<file path="src/rtl/pet_prg_loader.sv">
// PET .PRG download loader: streams payload bytes into RAM over the DMA port and then
// patches the BASIC 4 end-of-program pointers so the loaded program can be RUN directly.
module pet_prg_loader #(
    parameter logic [15:0] PTR_BASE = 16'h002A,
    parameter int unsigned NUM_PTRS = 3,
    parameter logic [15:0] RAM_TOP  = 16'h8000
) (
    input  logic        clk,
    input  logic        reset_n,
    input  logic        ioctl_download,
    input  logic        ioctl_wr,
    input  logic [7:0]  ioctl_data,
    output logic        ioctl_wait,
    output logic [15:0] dma_addr,
    output logic [7:0]  dma_din,
    output logic        dma_we,
    output logic        busy,
    output logic        err_range,
    output logic        err_short
);

    localparam int unsigned NumWr = 2 * NUM_PTRS;
    localparam int unsigned CntW  = (NumWr < 2) ? 1 : $clog2(NumWr + 1);

    localparam logic [2:0] StIdle  = 3'd0;
    localparam logic [2:0] StHdrLo = 3'd1;
    localparam logic [2:0] StHdrHi = 3'd2;
    localparam logic [2:0] StData  = 3'd3;
    localparam logic [2:0] StFix   = 3'd4;
    localparam logic [2:0] StDone  = 3'd5;

    logic [2:0]      state_q, state_d;
    logic            dl_q;
    logic [7:0]      load_lo_q, load_lo_d;
    logic [15:0]     cur_q, cur_d;
    logic [15:0]     end_q, end_d;
    logic            wrap_q, wrap_d;
    logic [CntW-1:0] cnt_q, cnt_d;
    logic            we_q, we_d;
    logic [15:0]     addr_q, addr_d;
    logic [7:0]      din_q, din_d;
    logic            err_range_q, err_range_d;
    logic            err_short_q, err_short_d;

    logic dl_rise;
    logic dl_fall;

    assign dl_rise = ioctl_download & ~dl_q;
    assign dl_fall = ~ioctl_download & dl_q;

    always_comb begin
        state_d     = state_q;
        load_lo_d   = load_lo_q;
        cur_d       = cur_q;
        end_d       = end_q;
        wrap_d      = wrap_q;
        cnt_d       = cnt_q;
        we_d        = 1'b0;
        addr_d      = addr_q;
        din_d       = din_q;
        err_range_d = err_range_q;
        err_short_d = err_short_q;

        // A new download always wins, whatever was in progress.
        if (dl_rise) begin
            state_d     = StHdrLo;
            err_range_d = 1'b0;
            err_short_d = 1'b0;
        end else begin
            case (state_q)
                StIdle: begin
                    state_d = StIdle;
                end
                StHdrLo: begin
                    if (dl_fall) begin
                        err_short_d = 1'b1;
                        state_d     = StIdle;
                    end else if (ioctl_wr) begin
                        load_lo_d = ioctl_data;
                        state_d   = StHdrHi;
                    end
                end
                StHdrHi: begin
                    if (dl_fall) begin
                        err_short_d = 1'b1;
                        state_d     = StIdle;
                    end else if (ioctl_wr) begin
                        cur_d   = {ioctl_data, load_lo_q};
                        end_d   = {ioctl_data, load_lo_q};
                        wrap_d  = 1'b0;
                        state_d = StData;
                    end
                end
                StData: begin
                    if (dl_fall) begin
                        cnt_d   = '0;
                        state_d = err_range_q ? StDone : StFix;
                    end else if (ioctl_wr) begin
                        if (wrap_q || (cur_q >= RAM_TOP)) begin
                            err_range_d = 1'b1;
                        end else begin
                            we_d   = 1'b1;
                            addr_d = cur_q;
                            din_d  = ioctl_data;
                            end_d  = cur_q + 16'd1;
                        end
                        // Once the address has wrapped, the rest of the stream is dropped.
                        if (cur_q == 16'hFFFF) begin
                            wrap_d      = 1'b1;
                            err_range_d = 1'b1;
                        end
                        cur_d = cur_q + 16'd1;
                    end
                end
                StFix: begin
                    if (cnt_q == CntW'(NumWr)) begin
                        state_d = StDone;
                    end else begin
                        we_d   = 1'b1;
                        addr_d = PTR_BASE + 16'(cnt_q);
                        din_d  = cnt_q[0] ? end_q[15:8] : end_q[7:0];
                        cnt_d  = cnt_q + CntW'(1);
                    end
                end
                StDone: begin
                    state_d = StIdle;
                end
                default: begin
                    state_d = StIdle;
                end
            endcase
        end
    end

    always_ff @(posedge clk or negedge reset_n) begin
        if (!reset_n) begin
            state_q     <= StIdle;
            dl_q        <= 1'b0;
            load_lo_q   <= 8'h00;
            cur_q       <= 16'h0000;
            end_q       <= 16'h0000;
            wrap_q      <= 1'b0;
            cnt_q       <= '0;
            we_q        <= 1'b0;
            addr_q      <= 16'h0000;
            din_q       <= 8'h00;
            err_range_q <= 1'b0;
            err_short_q <= 1'b0;
        end else begin
            state_q     <= state_d;
            dl_q        <= ioctl_download;
            load_lo_q   <= load_lo_d;
            cur_q       <= cur_d;
            end_q       <= end_d;
            wrap_q      <= wrap_d;
            cnt_q       <= cnt_d;
            we_q        <= we_d;
            addr_q      <= addr_d;
            din_q       <= din_d;
            err_range_q <= err_range_d;
            err_short_q <= err_short_d;
        end
    end

    assign dma_we     = we_q;
    assign dma_addr   = addr_q;
    assign dma_din    = din_q;
    assign err_range  = err_range_q;
    assign err_short  = err_short_q;
    assign ioctl_wait = (state_q == StFix);
    assign busy       = (state_q == StHdrLo) || (state_q == StHdrHi) ||
                        (state_q == StData)  || (state_q == StFix);

endmodule

</file>
<file path="config.mk">
export PLATFORM = sky130hd
export DESIGN_NAME = pet_prg_loader
export DESIGN_NICKNAME = d
export VERILOG_FILES = /design/src/rtl/pet_prg_loader.sv
export SDC_FILE = /design/constraint.sdc
export NUM_CORES = 1
export LEC_CHECK = 0
export BUFFER_PORTS_ARGS = -buffer_cell sky130_fd_sc_hd__buf_2
export CAP_MARGIN = 20
export CORE_MARGIN = 5
export CORE_UTILIZATION = 35
export CTS_CLUSTER_DIAMETER = 100
export DETAILED_ROUTE_END_ITERATION = 7
export MAX_ROUTING_LAYER = met4
export PLACE_DENSITY = 0.53
export SETUP_SLACK_MARGIN = 0.1
export SLEW_MARGIN = 10
export SYNTH_ARGS = -nofsm -noshare
export SYNTH_HDL_FRONTEND = slang
export SYNTH_SLANG_ARGS = --single-unit
</file>
<file path="constraint.sdc">
create_clock -name clk -period 2.6 [get_ports clk]
set_input_delay 0.39 -clock clk [delete_from_list [all_inputs] [get_ports clk]]
set_output_delay 0.39 -clock clk [all_outputs]
set_load 0.05 [all_outputs]
</file>
# Word level (Yosys, flattened, before mapping)
# Index checks and enable logic that the tools add are counted.
# totals
elab_cells,115
ff_bits,75
# op_classes
n_reduce_logical,21
bitwise_logic,6
n_lt_le_gt_ge,1
n_mux,53
addsub,3
eq_ne,19
# op_table
operator,count
16-bit two-way mux,11
16-bit case mux with 2 select lines,3
8-bit two-way mux,5
3-bit two-way mux,9
1-bit two-way mux,20
"2-bit != test, second input constant",9
"16-bit by 1-bit adder with 16-bit output, second input constant",1
"16-bit == test, second input constant",1
"16-bit >= comparator, second input constant",1
8-bit case mux with 2 select lines,1
4-bit AND reduction,4
7-bit AND reduction,2
3-bit case mux with 4 select lines,1
6-bit AND reduction,2
2-bit nonzero test,6
"4-bit != test, second input constant",2
"6-bit by 3-bit adder with 7-bit output, first input constant",1
"3-bit by 2-bit == test with 1-bit output, second input constant",2
"3-bit == test, second input constant",2
3-bit case mux with 2 select lines,1
1-bit logical OR,4
1-bit NOT,4
1-bit case mux with 2 select lines,2
"3-bit by 1-bit adder with 3-bit output, second input constant",1
7 further kinds,8

# Depth between registers and ports, before layout
# depth
ltp_word,8
depth_mapped,11
ltp_nobuf,8

# Worst setup path after synthesis
# No wires, ideal clock.
# synth_timing
path_type,reg-to-reg
from,register cnt_q[0]
to,register addr_q[1] (netlist: dma_addr[1])
required_time_ns,2.473
n_path_buf,2
arrival_time_ns,1.870
stages_incl_launch_ff,10
path_slack_ns,0.603
period_less_slack_ns,1.997
setup_time_ns,0.127
path_cell_list,dfrtp_1 -> buf_1 -> inv_1 -> ha_1 -> nand2_1 -> nand3b_2 -> o21a_1 -> buf_6 -> inv_4 -> mux2_1
# synth_via
elab_chain_len,3
# synth_rtl
element,line_no,rtl
"start, declared",38,"logic [CntW-1:0] cnt_q, cnt_d;"
"start signal, assigned",156,cnt_q <= cnt_d;
6-bit by 3-bit adder with 7-bit output / 3-bit == test (equally long branches),"120, 116",
16-bit two-way mux / 2-bit != test (equally long branches),n/a,
16-bit case mux with 2 select lines / 6-bit AND reduction (equally long branches),n/a,
"end signal, assigned",158,addr_q <= addr_d;
"end, declared",40,"logic [15:0] addr_q, addr_d;"
# Parallel ways exist; a longest one is shown, timed or not. The select of a mux whose other input is x is not followed.
# A chain may end at the register's enable or synchronous reset.

# Final worst setup path
# layout_timing
from,register state_q[0]
to,output port ioctl_wait
# layout_via
elab_chain_len,1
# layout_rtl
element,line_no,rtl
"start, declared",32,"logic [2:0] state_q, state_d;"
"start signal, assigned",137,state_q <= StIdle;
"start signal, assigned",150,state_q <= state_d;
3-bit == test,170,assign ioctl_wait = (state_q == StFix);
"end, declared",13,"output logic ioctl_wait,"
# Every way passes these cells.

==> results by group <==
Logic synthesis
  • Top cell type's share of synthesized area: 48.9%
  • EDFF count, synth: 0
  • Main combinational cell family by area after synthesis: simple AND/OR/NAND/NOR gates
  • Post-synthesis register bit count: 75
  • Yosys top cell by area: dfrtp_1
  • Synth warn: 0
  • Cell count after synthesis: 415
  • Synth Area in XOR/XNOR: 2.97%
  • Multiplexer area fraction after synthesis: 5.51%
  • Adder-Cell Fraction of Synth Area: 2.28%
  • Top cells by area, synth: dfrtp_1, nand2_1, o21ai_0, nor2_1, mux2i_1
  • Syn_nets: 434
  • Syn Area/Cell: 9.25 µm²
  • Compound-Gate Fraction of Synth Area: 16.4%
  • Library cells used by synthesis: 53
  • Register area share after synthesis: 48.9%
  • Post-synthesis simple-gate area fraction: 18.4%
  • Post-synthesis async set-or-reset flop share: 100%
  • Most common flop cell mapped by yosys: dfrtp_1
  • Synth Cell Area: 0.00384 mm²

STA
  • Slew headroom: 51.4%
  • Final min period: 2070 ps
  • Final setup vio count: 0
  • Tcrit/Tclk final: 79.6%
  • Sum of negative setup slack: 0 ps
  • Slew Viols, Final: 0
  • Worst-Margin Slew: 728 ps
  • Clock Skew: 14.2 ps
  • Fmax achieved: 483 MHz
  • Final hold violation count: 0
  • Hold slack: 184 ps
  • Unrepaired setup endpoints after global routing: false

Worst hold path
  • Min-Delay Path Class: in -> reg

GRT
  • First-pass GRT wire length: 15900 µm
  • Vias in the first global route: 2952
  • Grt total ovfl: 0
  • Global Route Usage Sum: 15.9%
  • Largest net degree at the start of global routing: 76
  • Antenna violations before repair: 0

Cells and area
  • Layout cell share with drive strength beyond 1: 19.8%
  • Most common cell after layout, fill and taps aside: dfrtp_1
  • Fin cells: 595
  • Most frequent cells in the layout: dfrtp_1, nand2_1, o21ai_0
  • Fill count: 1096
  • Diodes inserted: 0
  • Fin nets: 469
  • Layout Area Growth over Synthesis: 14.7%

Clock network
  • CTS sink count: 75
  • CTS tree: built
  • CTS clk-pin slew, worst paths: 80 ps
  • CTS H-Tree Depth: 3
  • Worst-skew pair later-pin latency: 350 ps
  • Clock root buffer master: clkbuf_8
  • Bufs on Longest Clock Path: 2
  • PostCTS Resize Cnt: 0
  • CTS buffer count: 9

Power
  • Total power draw: 0.00520 W
  • P_sw: 0.00230 W
  • Switching Share: 44.3%
  • Leak pwr: 2.06 nW
  • Worst VDD drop: 0.000468 V
  • Sequential Power Share: 39.8%
  • Comb power frac: 40.7%
  • Internal: 0.00290 W
  • Clock power share: 19.5%
  • PD cells: 1180 mW/mm²

Placement
  • PortBufs: 40
  • Placed cells: 577
  • GPL Wtd Cong: 0.827
  • Post-DP HPWL: 6890 µm

Detailed routing
  • # DRC: 0
  • Final WL: 9660 µm
  • Drt first pass iters: 5
  • Initial DRC count: 202
  • Post-DR wirelength/cell: 16.2 µm
  • Final ANT Viol Nets: 0
  • Routed via count: 3043
  • Vias/cell: 5.11

Worst setup path
  • CP startpoint kind: flop
  • Worst R2R End: dma_addr[1]
  • Crit end category: output port
  • CP max stage cell: dfrtp_1
  • Crit path depth: 4
  • Crit path arrival time: 1680 ps
  • Reg2Reg Depth: 7
  • Worst R2R Start: state_q[0]
  • Critical Path End: ioctl_wait
  • Crit Path Class: reg -> out
  • Critical path's top delay family: buffers and inverters
  • Reg2Reg Setup Slack: 570 ps
  • Crit path launch: state_q[0]
  • Crit-path max FO: 16
  • Req. time, crit path: 2210 ps
  • Worst-path cell chain: nor2_2 -> nand2_1 -> inv_2 -> buf_2
  • Buf/Inv on CP: 2
  • CP max stage delay: 520 ps

Floorplanning
  • Starting Density: 35.6%
  • Die Height: 115 µm
  • Die width: 115 µm
  • Top-Level Pins: 41
  • Site Rows: 38
  • CORE AREA: 0.0108 mm²
  • Die area: 0.0132 mm²

Run status
  • Outcome: complete, no violations

Run
  • MaxCap Viol Count: 0
cells by family (layout without fill, tap and decap cells):
family	count (synthesis)	after routing
XOR/XNOR	13	13
AND/OR/NAND/NOR	152	152
flip-flops	75	75
adder cells (fa/ha/maj)	7	7
multiplexers	20	20
AO/OA/AOI/OAI	105	105
buffers and inverters	43	83
state kept, by name, summed over array words and instances (netlist names):
signal / flops
err_range: 1
load_lo_q: 8
wrap_q: 1
err_short: 1
dma_addr: 16
end_q: 16
cnt_q: 3
dl_q: 1
dma_we: 1
cur_q: 16
state_q: 3
dma_din: 8
synthesized netlist by cell type, drive strengths merged, types with 3 or more instances:
cell / count
dfrtp: 75
nand2: 72
o21ai: 46
nor2: 44
a21oi: 20
clkbuf: 15
buf: 14
inv: 14
nand3: 13
o31ai: 13
mux2i: 11
mux2: 9
nor3: 8
ha: 7
xnor2: 7
a31oi: 6
xor2: 6
o22ai: 4
nand4: 3
worst reg2reg max path: stages, from the launching register on:
cell and delay [ps]:
dfrtp_1 520, nor2_2 170, nand2_1 100, inv_2 230, nand3b_2 200, o21a_1 210, inv_4 150, mux2_1 340
repair_timing:
item,CTS,global route
setup endpoints to repair,0,0
buffers inserted,0,0
endpoints found under the hold margin,0,26
hold buffers,0,1
metal layers:
metal  part of all wire (%)  GRT usage (%)  routed length (µm)  vias to the layer above
met2                     45           24.2                4390                       59
met5                      0              -                   0                        -
met3                    4.2           3.16                 404                       10
met4                   0.96           3.76                  93                        0
li1                       -              -                   -                     1502
met1                     49           22.1                4770                     1472
area by class of cell:
class                      count  area [µm²]  area share (%)
clock buffer                  10         138            3.13
timing repair buffer          53         323            7.33
multi-input combinational    297        1750            39.7
inverter                      14        55.1            1.25
sequential                    75        1880            42.6
clock inverter                 6        87.6            1.99
tap                          140         175            3.98
power groups by stage:
stage	Combinational, W	Clock (W)	Sequential (W)
after CTS	0.00213	0.00105	0.00208
after detailed placement	0.00213	0	0.00210
final	0.00212	0.00102	0.00207
after floorplan	0.00121	0	0.00246
after global placement	0.00211	0	0.00209
after global routing	0.00234	0.00109	0.00215
stage by stage:
stage          worst slack, ps  instance area, µm²  util (%)
2_1_floorplan              603                3840         -
3_3_place_gp               467                4140      38.4
3_5_place_dp               447                4140      38.4
4_1_cts                    502                4370      40.5
5_1_grt                    317                4400      40.8
6_report                   529                4400      40.8
how the worst min path moves through the flow:
stage,cells after the start,end,slack (ps),startpoint
global placement,2,dma_addr[6],450,dma_addr[6]
detailed placement,2,dma_addr[11],460,dma_addr[11]
floorplan,0,cnt_q[0],90,reset_n
finish,1,dl_q,180,ioctl_download
CTS,1,dl_q,170,ioctl_download
global route,1,dl_q,170,ioctl_download
Power figures use the tool's default switching activity.
